--- src/rtl/alu_rs_pkg.sv ---
// Shared definitions for the ALU reservation station and its execute unit.
// Latency: none (constants only).
// Backpressure: not applicable.
//
// Opcode numbering is shared with the Decoder; tag 0 means "operand already present".
package alu_rs_pkg;

    localparam int OP_NOP  = 0;
    localparam int OP_ADD  = 1;
    localparam int OP_SUB  = 2;
    localparam int OP_SLT  = 3;
    localparam int OP_SLTU = 4;
    localparam int OP_XOR  = 5;
    localparam int OP_OR   = 6;
    localparam int OP_AND  = 7;
    localparam int OP_SLL  = 8;
    localparam int OP_SRL  = 9;
    localparam int OP_SRA  = 10;

    localparam int REG_NO_LOCK = 0;

endpackage

--- src/rtl/alu_rs_exec.sv ---
// Combinational ALU: opcode plus two operands to one DATA_W result.
// Latency: 0 cycles (pure combinational).
// Backpressure: none; the caller registers the result.
//
// Ports: op (opcode), a/b (operands), result (wrap-around result; 0 for undefined opcodes).
module alu_rs_exec
    import alu_rs_pkg::*;
#(
    parameter int DATA_W = 32,
    parameter int OP_W   = 4
) (
    input  logic [OP_W-1:0]   op,
    input  logic [DATA_W-1:0] a,
    input  logic [DATA_W-1:0] b,
    output logic [DATA_W-1:0] result
);

    localparam int SH_W = $clog2(DATA_W);

    logic [SH_W-1:0] sh;

    assign sh = b[SH_W-1:0];

    always_comb begin
        result = '0;
        case (int'(op))
            OP_ADD:  result = a + b;
            OP_SUB:  result = a - b;
            OP_SLT:  result = DATA_W'($signed(a) < $signed(b));
            OP_SLTU: result = DATA_W'(a < b);
            OP_XOR:  result = a ^ b;
            OP_OR:   result = a | b;
            OP_AND:  result = a & b;
            OP_SLL:  result = a << sh;
            OP_SRL:  result = a >> sh;
            OP_SRA:  result = DATA_W'($signed(a) >>> sh);
            default: result = '0;
        endcase
    end

endmodule

--- src/rtl/alu_rs_ooo.sv ---
// ALU reservation station + execute: buffers ops, wakes operands from the CDB, issues oldest ready op.
// Latency: fully-ready op dispatched at edge t appears on cdb_out after edge t+1.
// Backpressure: disp_stall when full; result held while cdb_out_valid && !cdb_out_ready, issue waits.
//
// Ports: clk/rst (async active-low); disp_* dispatch from the Decoder, disp_stall/occupancy status;
// cdb_in_* broadcast snoop; cdb_out_* result towards the CDB arbiter (cdb_out_ready = grant); flush.
module alu_rs_ooo
    import alu_rs_pkg::*;
#(
    parameter int DEPTH  = 4,
    parameter int DATA_W = 32,
    parameter int LOCK_W = 5,
    parameter int OP_W   = 4
) (
    input  logic                    clk,
    input  logic                    rst,
    input  logic                    disp_valid,
    input  logic [OP_W-1:0]         disp_op,
    input  logic [DATA_W-1:0]       disp_data1,
    input  logic [LOCK_W-1:0]       disp_lock1,
    input  logic [DATA_W-1:0]       disp_data2,
    input  logic [LOCK_W-1:0]       disp_lock2,
    input  logic [LOCK_W-1:0]       disp_rd_lock,
    output logic                    disp_stall,
    output logic [$clog2(DEPTH):0]  occupancy,
    input  logic                    cdb_in_valid,
    input  logic [LOCK_W-1:0]       cdb_in_index,
    input  logic [DATA_W-1:0]       cdb_in_result,
    output logic                    cdb_out_valid,
    output logic [LOCK_W-1:0]       cdb_out_index,
    output logic [DATA_W-1:0]       cdb_out_result,
    input  logic                    cdb_out_ready,
    input  logic                    flush
);

    localparam int IDX_W = $clog2(DEPTH);
    localparam int CNT_W = IDX_W + 1;

    typedef struct packed {
        logic [OP_W-1:0]   op;
        logic [DATA_W-1:0] data1;
        logic [LOCK_W-1:0] lock1;
        logic [DATA_W-1:0] data2;
        logic [LOCK_W-1:0] lock2;
        logic [LOCK_W-1:0] rd_lock;
    } entry_t;

    entry_t            ent_q [DEPTH];
    logic [DEPTH-1:0]  vld_q;
    // older_q[j][i] set means entry j was dispatched before entry i.
    logic [DEPTH-1:0]  older_q [DEPTH];

    logic [DEPTH-1:0]  rdy;
    logic [DEPTH-1:0]  gnt;
    logic [IDX_W-1:0]  free_idx;
    logic [CNT_W-1:0]  cnt;
    entry_t            sel_ent;
    entry_t            new_ent;
    logic [DATA_W-1:0] exec_res;
    logic              snoop_en;
    logic              issue_fire;
    logic              disp_fire;

    assign snoop_en = cdb_in_valid && (cdb_in_index != LOCK_W'(REG_NO_LOCK));

    always_comb begin
        cnt = '0;
        for (int i = 0; i < DEPTH; i++) cnt = cnt + CNT_W'(vld_q[i]);
    end

    assign occupancy  = cnt;
    assign disp_stall = (cnt == CNT_W'(DEPTH));

    // Lowest-index free slot; only meaningful when not stalled.
    always_comb begin
        free_idx = '0;
        for (int i = DEPTH - 1; i >= 0; i--) begin
            if (!vld_q[i]) free_idx = IDX_W'(i);
        end
    end

    always_comb begin
        for (int i = 0; i < DEPTH; i++) begin
            rdy[i] = vld_q[i] && (ent_q[i].lock1 == '0) && (ent_q[i].lock2 == '0);
        end
    end

    // An entry wins when no other ready entry is older than it; at most one bit survives.
    always_comb begin
        gnt = rdy;
        for (int i = 0; i < DEPTH; i++) begin
            for (int j = 0; j < DEPTH; j++) begin
                if (j != i && rdy[j] && older_q[j][i]) gnt[i] = 1'b0;
            end
        end
    end

    always_comb begin
        sel_ent = '0;
        for (int i = 0; i < DEPTH; i++) begin
            if (gnt[i]) sel_ent = ent_q[i];
        end
    end

    assign issue_fire = (|rdy) && (!cdb_out_valid || cdb_out_ready) && !flush;
    assign disp_fire  = disp_valid && !disp_stall && !flush;

    // Incoming op catches a broadcast happening in its own dispatch cycle.
    always_comb begin
        new_ent.op      = disp_op;
        new_ent.data1   = disp_data1;
        new_ent.lock1   = disp_lock1;
        new_ent.data2   = disp_data2;
        new_ent.lock2   = disp_lock2;
        new_ent.rd_lock = disp_rd_lock;
        if (snoop_en && disp_lock1 == cdb_in_index) begin
            new_ent.data1 = cdb_in_result;
            new_ent.lock1 = '0;
        end
        if (snoop_en && disp_lock2 == cdb_in_index) begin
            new_ent.data2 = cdb_in_result;
            new_ent.lock2 = '0;
        end
    end

    alu_rs_exec #(.DATA_W(DATA_W), .OP_W(OP_W)) u_exec (
        .op     (sel_ent.op),
        .a      (sel_ent.data1),
        .b      (sel_ent.data2),
        .result (exec_res)
    );

    always_ff @(posedge clk or negedge rst) begin
        if (!rst) begin
            vld_q <= '0;
            for (int i = 0; i < DEPTH; i++) begin
                ent_q[i]   <= '0;
                older_q[i] <= '0;
            end
        end else if (flush) begin
            vld_q <= '0;
            for (int i = 0; i < DEPTH; i++) older_q[i] <= '0;
        end else begin
            for (int i = 0; i < DEPTH; i++) begin
                if (snoop_en && ent_q[i].lock1 == cdb_in_index) begin
                    ent_q[i].data1 <= cdb_in_result;
                    ent_q[i].lock1 <= '0;
                end
                if (snoop_en && ent_q[i].lock2 == cdb_in_index) begin
                    ent_q[i].data2 <= cdb_in_result;
                    ent_q[i].lock2 <= '0;
                end
                if (issue_fire && gnt[i]) vld_q[i] <= 1'b0;
            end
            // Target slot is free in registered state, so it never collides with the issuing slot.
            if (disp_fire) begin
                ent_q[free_idx] <= new_ent;
                vld_q[free_idx] <= 1'b1;
                for (int j = 0; j < DEPTH; j++) older_q[j][free_idx] <= vld_q[j];
                older_q[free_idx] <= '0;
            end
        end
    end

    always_ff @(posedge clk or negedge rst) begin
        if (!rst) begin
            cdb_out_valid  <= 1'b0;
            cdb_out_index  <= '0;
            cdb_out_result <= '0;
        end else if (flush) begin
            cdb_out_valid  <= 1'b0;
            cdb_out_index  <= '0;
            cdb_out_result <= '0;
        end else if (issue_fire) begin
            cdb_out_valid  <= 1'b1;
            cdb_out_index  <= sel_ent.rd_lock;
            cdb_out_result <= exec_res;
        end else if (cdb_out_valid && cdb_out_ready) begin
            cdb_out_valid  <= 1'b0;
            cdb_out_index  <= '0;
            cdb_out_result <= '0;
        end
    end

endmodule

--- config.mk ---
export PLATFORM = sky130hd
export DESIGN_NAME = alu_rs_ooo
export DESIGN_NICKNAME = d
export VERILOG_FILES = /design/src/rtl/alu_rs_pkg.sv /design/src/rtl/alu_rs_exec.sv /design/src/rtl/alu_rs_ooo.sv
export SDC_FILE = /design/constraint.sdc
export NUM_CORES = 2
export LEC_CHECK = 0
export CORE_MARGIN = 2
export CORE_UTILIZATION = 50
export DETAILED_ROUTE_END_ITERATION = 12
export PLACE_DENSITY = 0.79
export SYNTH_ARGS = -nofsm -noshare
export SYNTH_HDL_FRONTEND = slang
export SYNTH_SLANG_ARGS = --single-unit
--- constraint.sdc ---
create_clock -name clk -period 7.7 [get_ports clk]
set_clock_uncertainty 0.05 [all_clocks]
set_input_delay 1.54 -clock clk [delete_from_list [all_inputs] [get_ports clk]]
set_output_delay 1.54 -clock clk [all_outputs]
set_load 0.01 [all_outputs]
==> results_dict.tcl <==
set metrics [dict create \
    outcome "finished clean" \
    synth_ff_type "dfrtp_1" \
    io_buffer_count 167 \
    ir_worst_vdd_mv 0.1797 \
    grt_max_degree 172 \
    hold_viol_final 0 \
    routed_via_density 6.931 \
    crit_path_end_kind "flop" \
    cts.clk_slew.worst_paths_ns 0.07 \
    gp_congestion 1.126 \
    synth-edff-count 0 \
    post_cts_buffers 0 \
    drc_errors 0 \
    worst_ep_arrival_time_ns 7.69 \
    synthArstFlopShare_pct 100.0 \
    syn2layout_area_growth_pct 12.15 \
    track_usage_pct 42.20 \
    yosys_warnings 0 \
    fin_util_pct 56.47 \
    finalCriticalPeriod_ns 7.277 \
    cp_max_fo 26 \
    critPathKind "reg -> reg" \
    maxSlewHeadroom_pct 8.665 \
    ant_nets 0 \
    yosysUniqueCellTypes 101 \
    seq_area_frac_synth_pct 31.96 \
    max-cap-violations 0 \
    die_w_um 249.8 \
    maxSlewViolCount 0 \
    whs_ns 0.4230 \
    netlist_area_um2 30220 \
    p_switching_mw 2.354 \
    ys_ff_latch 386 \
    antenna_found_initial 9 \
    fin_ws_ns 0.4229 \
    p_seq_share_pct 43.5 \
    wirelength_um 135800 \
    startpoint_type "flop" \
    place_ws_ns 0.5664 \
    cts_sinks 386 \
    hpwl_um 95480 \
    syn_inst 3984 \
    dieArea_um2 62420 \
    sw_frac_of_total_pct 34.48 \
    timing.final.crit_share_pct 94.51 \
    worstMarginPinSlew_ns 1.353 \
    coreArea_um2 60020 \
    setup_viol_count_final 0 \
    fin_tns_setup_ns 0 \
    drt_iter0_drc 5070 \
    p_int_mw 4.472 \
    avgSynthCellArea_um2 7.585 \
    combPwrFrac_pct 23.5 \
    cp_data_required_time_ns 8.12 \
    grt_pass1_wl_um 200400 \
    hp-class "reg -> reg" \
    htreeDepth 2 \
    core.rowCount 90 \
    pwr-share-clk_pct 33.1 \
    grt_pass1_vias 30890 \
    p_per_area_nw_per_um2 201.4 \
    cts_made_buffers 43 \
    io_pins 168 \
    num_vias 33170 \
    rsz0062_at_grt "no" \
    drt_pre_antenna_iters 8 \
    clockBufferDepth 3 \
    fmax_mhz 137.4 \
    tritoncts "built" \
    synth_fp_nets 4215 \
    cellLeakagePower_nw 13.89 \
    start_util_pct 50.35 \
    final_nets 4198 \
    cts_root_buf "clkbuf_16" \
    overflow 0 \
    drive_above_1_share_pct 7.404 \
    routedWlPerCell_um 28.38 \
    chipHeight_um 249.8 \
    clock_latency_ns 0.61 \
]
## power groups by stage
stage                     Combinational [mW]  Sequential, mW  Clock, mW
after floorplan                         1.07            2.84          0
after global placement                  1.50            2.96          0
after detailed placement                1.53            2.98          0
after CTS                               1.55            2.95       2.26
after global routing                    1.74            3.02       2.34
final                                   1.60            2.97       2.26
## worst max-delay path, cell delays in order (launching register included)
cell	delay [ns]
dfrtp_1	0.59
or4b_4	0.55
or4_1	0.65
a221oi_2	0.22
buf_4	0.22
o21a_4	0.42
nand2_1	0.10
a21oi_1	0.48
ha_1	0.28
nor2b_1	0.23
o31a_1	0.18
o211ai_1	0.13
o21ai_0	0.38
a21oi_1	0.23
o2111ai_1	0.43
a21oi_1	0.23
o41ai_1	0.86
nor3_1	0.09
a221o_1	0.29
a2111oi_0	0.39
a21oi_1	0.12
## cell type report
cell class / count / area, um2
inverters: 103 / 394.1
diodes: 5 / 12.51
flip-flops and latches: 386 / 9659
well taps: 782 / 978.4
repair buffers: 263 / 2417
clock buffers: 57 / 1209
fillers: 5542 / 26130
multi-input cells: 3170 / 18920
clock inverters: 19 / 301.5
## worst paths after layout
path / slack [ns] / cells past startpoint / from / to
worst max-delay path: 0.42 / 20 / vld_q[0]$_DFF_PN0_ / cdb_out_result[27]$_DFFE_PN0P_
worst min-delay path: 0.42 / 2 / cdb_out_result[11]$_DFFE_PN0P_ / cdb_out_result[11]$_DFFE_PN0P_
worst max register to register: 0.42 / 20 / vld_q[0]$_DFF_PN0_ / cdb_out_result[27]$_DFFE_PN0P_
worst min register to register: 0.42 / 2 / cdb_out_result[11]$_DFFE_PN0P_ / cdb_out_result[11]$_DFFE_PN0P_
max in group asynchronous: 4.93 / 2 / rst / ent_q[308]$_DFFE_PN0N_
min in group asynchronous: 0.95 / 1 / rst / cdb_out_result[12]$_DFFE_PN0P_
## cells in the mapped netlist (13+ instances only)
library cell | number | share of area (%)
nand2_1 | 599 | 7.4
nor2_1 | 487 | 6.0
a21oi_1 | 433 | 7.2
o21ai_0 | 395 | 6.5
dfrtp_1 | 386 | 32
clkbuf_1 | 218 | 2.7
mux2i_1 | 197 | 6.5
ha_1 | 102 | 4.2
inv_1 | 93 | 1.2
nor3_1 | 80 | 1.3
o22ai_1 | 73 | 1.5
nand3_1 | 59 | 0.98
o211ai_1 | 54 | 1.3
buf_2 | 52 | 0.86
a21o_1 | 45 | 1.1
xnor2_1 | 43 | 1.2
a22oi_1 | 41 | 1.0
a221oi_1 | 40 | 1.2
buf_1 | 37 | 0.46
mux2_2 | 32 | 1.2
nor4_1 | 30 | 0.62
a211oi_1 | 27 | 0.67
nand2b_1 | 26 | 0.54
xor2_1 | 21 | 0.61
a31oi_1 | 20 | 0.41
o31ai_1 | 19 | 0.47
o21a_1 | 16 | 0.40
o221ai_1 | 16 | 0.46
a21oi_2 | 14 | 0.41
a32oi_1 | 14 | 0.41
and3_1 | 14 | 0.29
buf_4 | 14 | 0.35
or3_1 | 13 | 0.27
## sequential cells by signal, indices dropped and copies added, names as in the netlist
name and flops:
cdb_out_index 5, cdb_out_result 32, cdb_out_valid 1, ent_q 332, older_q 12, vld_q 4
## routing by layer
layer | vias to the layer above | track usage (%) | share of wire [%]
met3 | 573 | 14.12 | 15
li1 | 14220 | - | -
met1 | 15610 | 53.72 | 36
met4 | 8 | 28.07 | 8.2
met5 | - | 0 | 0.032
met2 | 2752 | 60.76 | 41
## cells by family (layout without fill, tap and decap cells)
| kind of cell | count (synthesis) | in the layout | synth area share [%] |
|---|---|---|---|
| and+or+nand+nor | 1403 | 1403 | 19.90 |
| adders and majority gates | 105 | 105 | 4.422 |
| DFF | 386 | 386 | 31.96 |
| AOI/OAI and AO/OA | 1366 | 1366 | 28.15 |
| buffers and inverters | 428 | 442 | 5.829 |
| xor gates and xnor gates | 64 | 64 | 1.855 |
| other | 0 | 5 | 0 |
| muxes | 232 | 232 | 7.883 |
## per-stage QoR
| stage | instances | area (um2) | power, mW |
|---|---|---|---|
| 4_1_cts | 4780 | 33870 | 6.753 |
| 6_report | 4785 | 33890 | 6.826 |
| 2_1_floorplan | 3984 | 30220 | 3.915 |
| 3_3_place_gp | 4704 | 32360 | 4.460 |
| 5_1_grt | 4782 | 33880 | 7.100 |
| 3_5_place_dp | 4704 | 32360 | 4.515 |
## timing repair
item,CTS,global route
gates resized for setup,0,2
setup endpoints to repair,0,1
hold buffers,0,0
## cells in the final DEF, fill, tap and decap left out, types with 19 or more instances in the layout
cell type	count
buf_4	94
nor3_1	77
nand2b_1	26
mux2_2	32
xor2_1	21
nor2_1	478
ha_1	102
nand2_1	599
a21oi_1	430
nand3_1	59
dfrtp_1	386
o31ai_1	19
a211oi_1	27
o22ai_1	73
a31oi_1	19
o211ai_1	54
xnor2_1	43
clkdlybuf4s50_1	165
o21ai_0	393
a22oi_1	41
inv_1	92
clkbuf_16	43
a21o_1	45
mux2i_1	197
nor4_1	27
a221oi_1	40
Power figures use the tool's default switching activity.
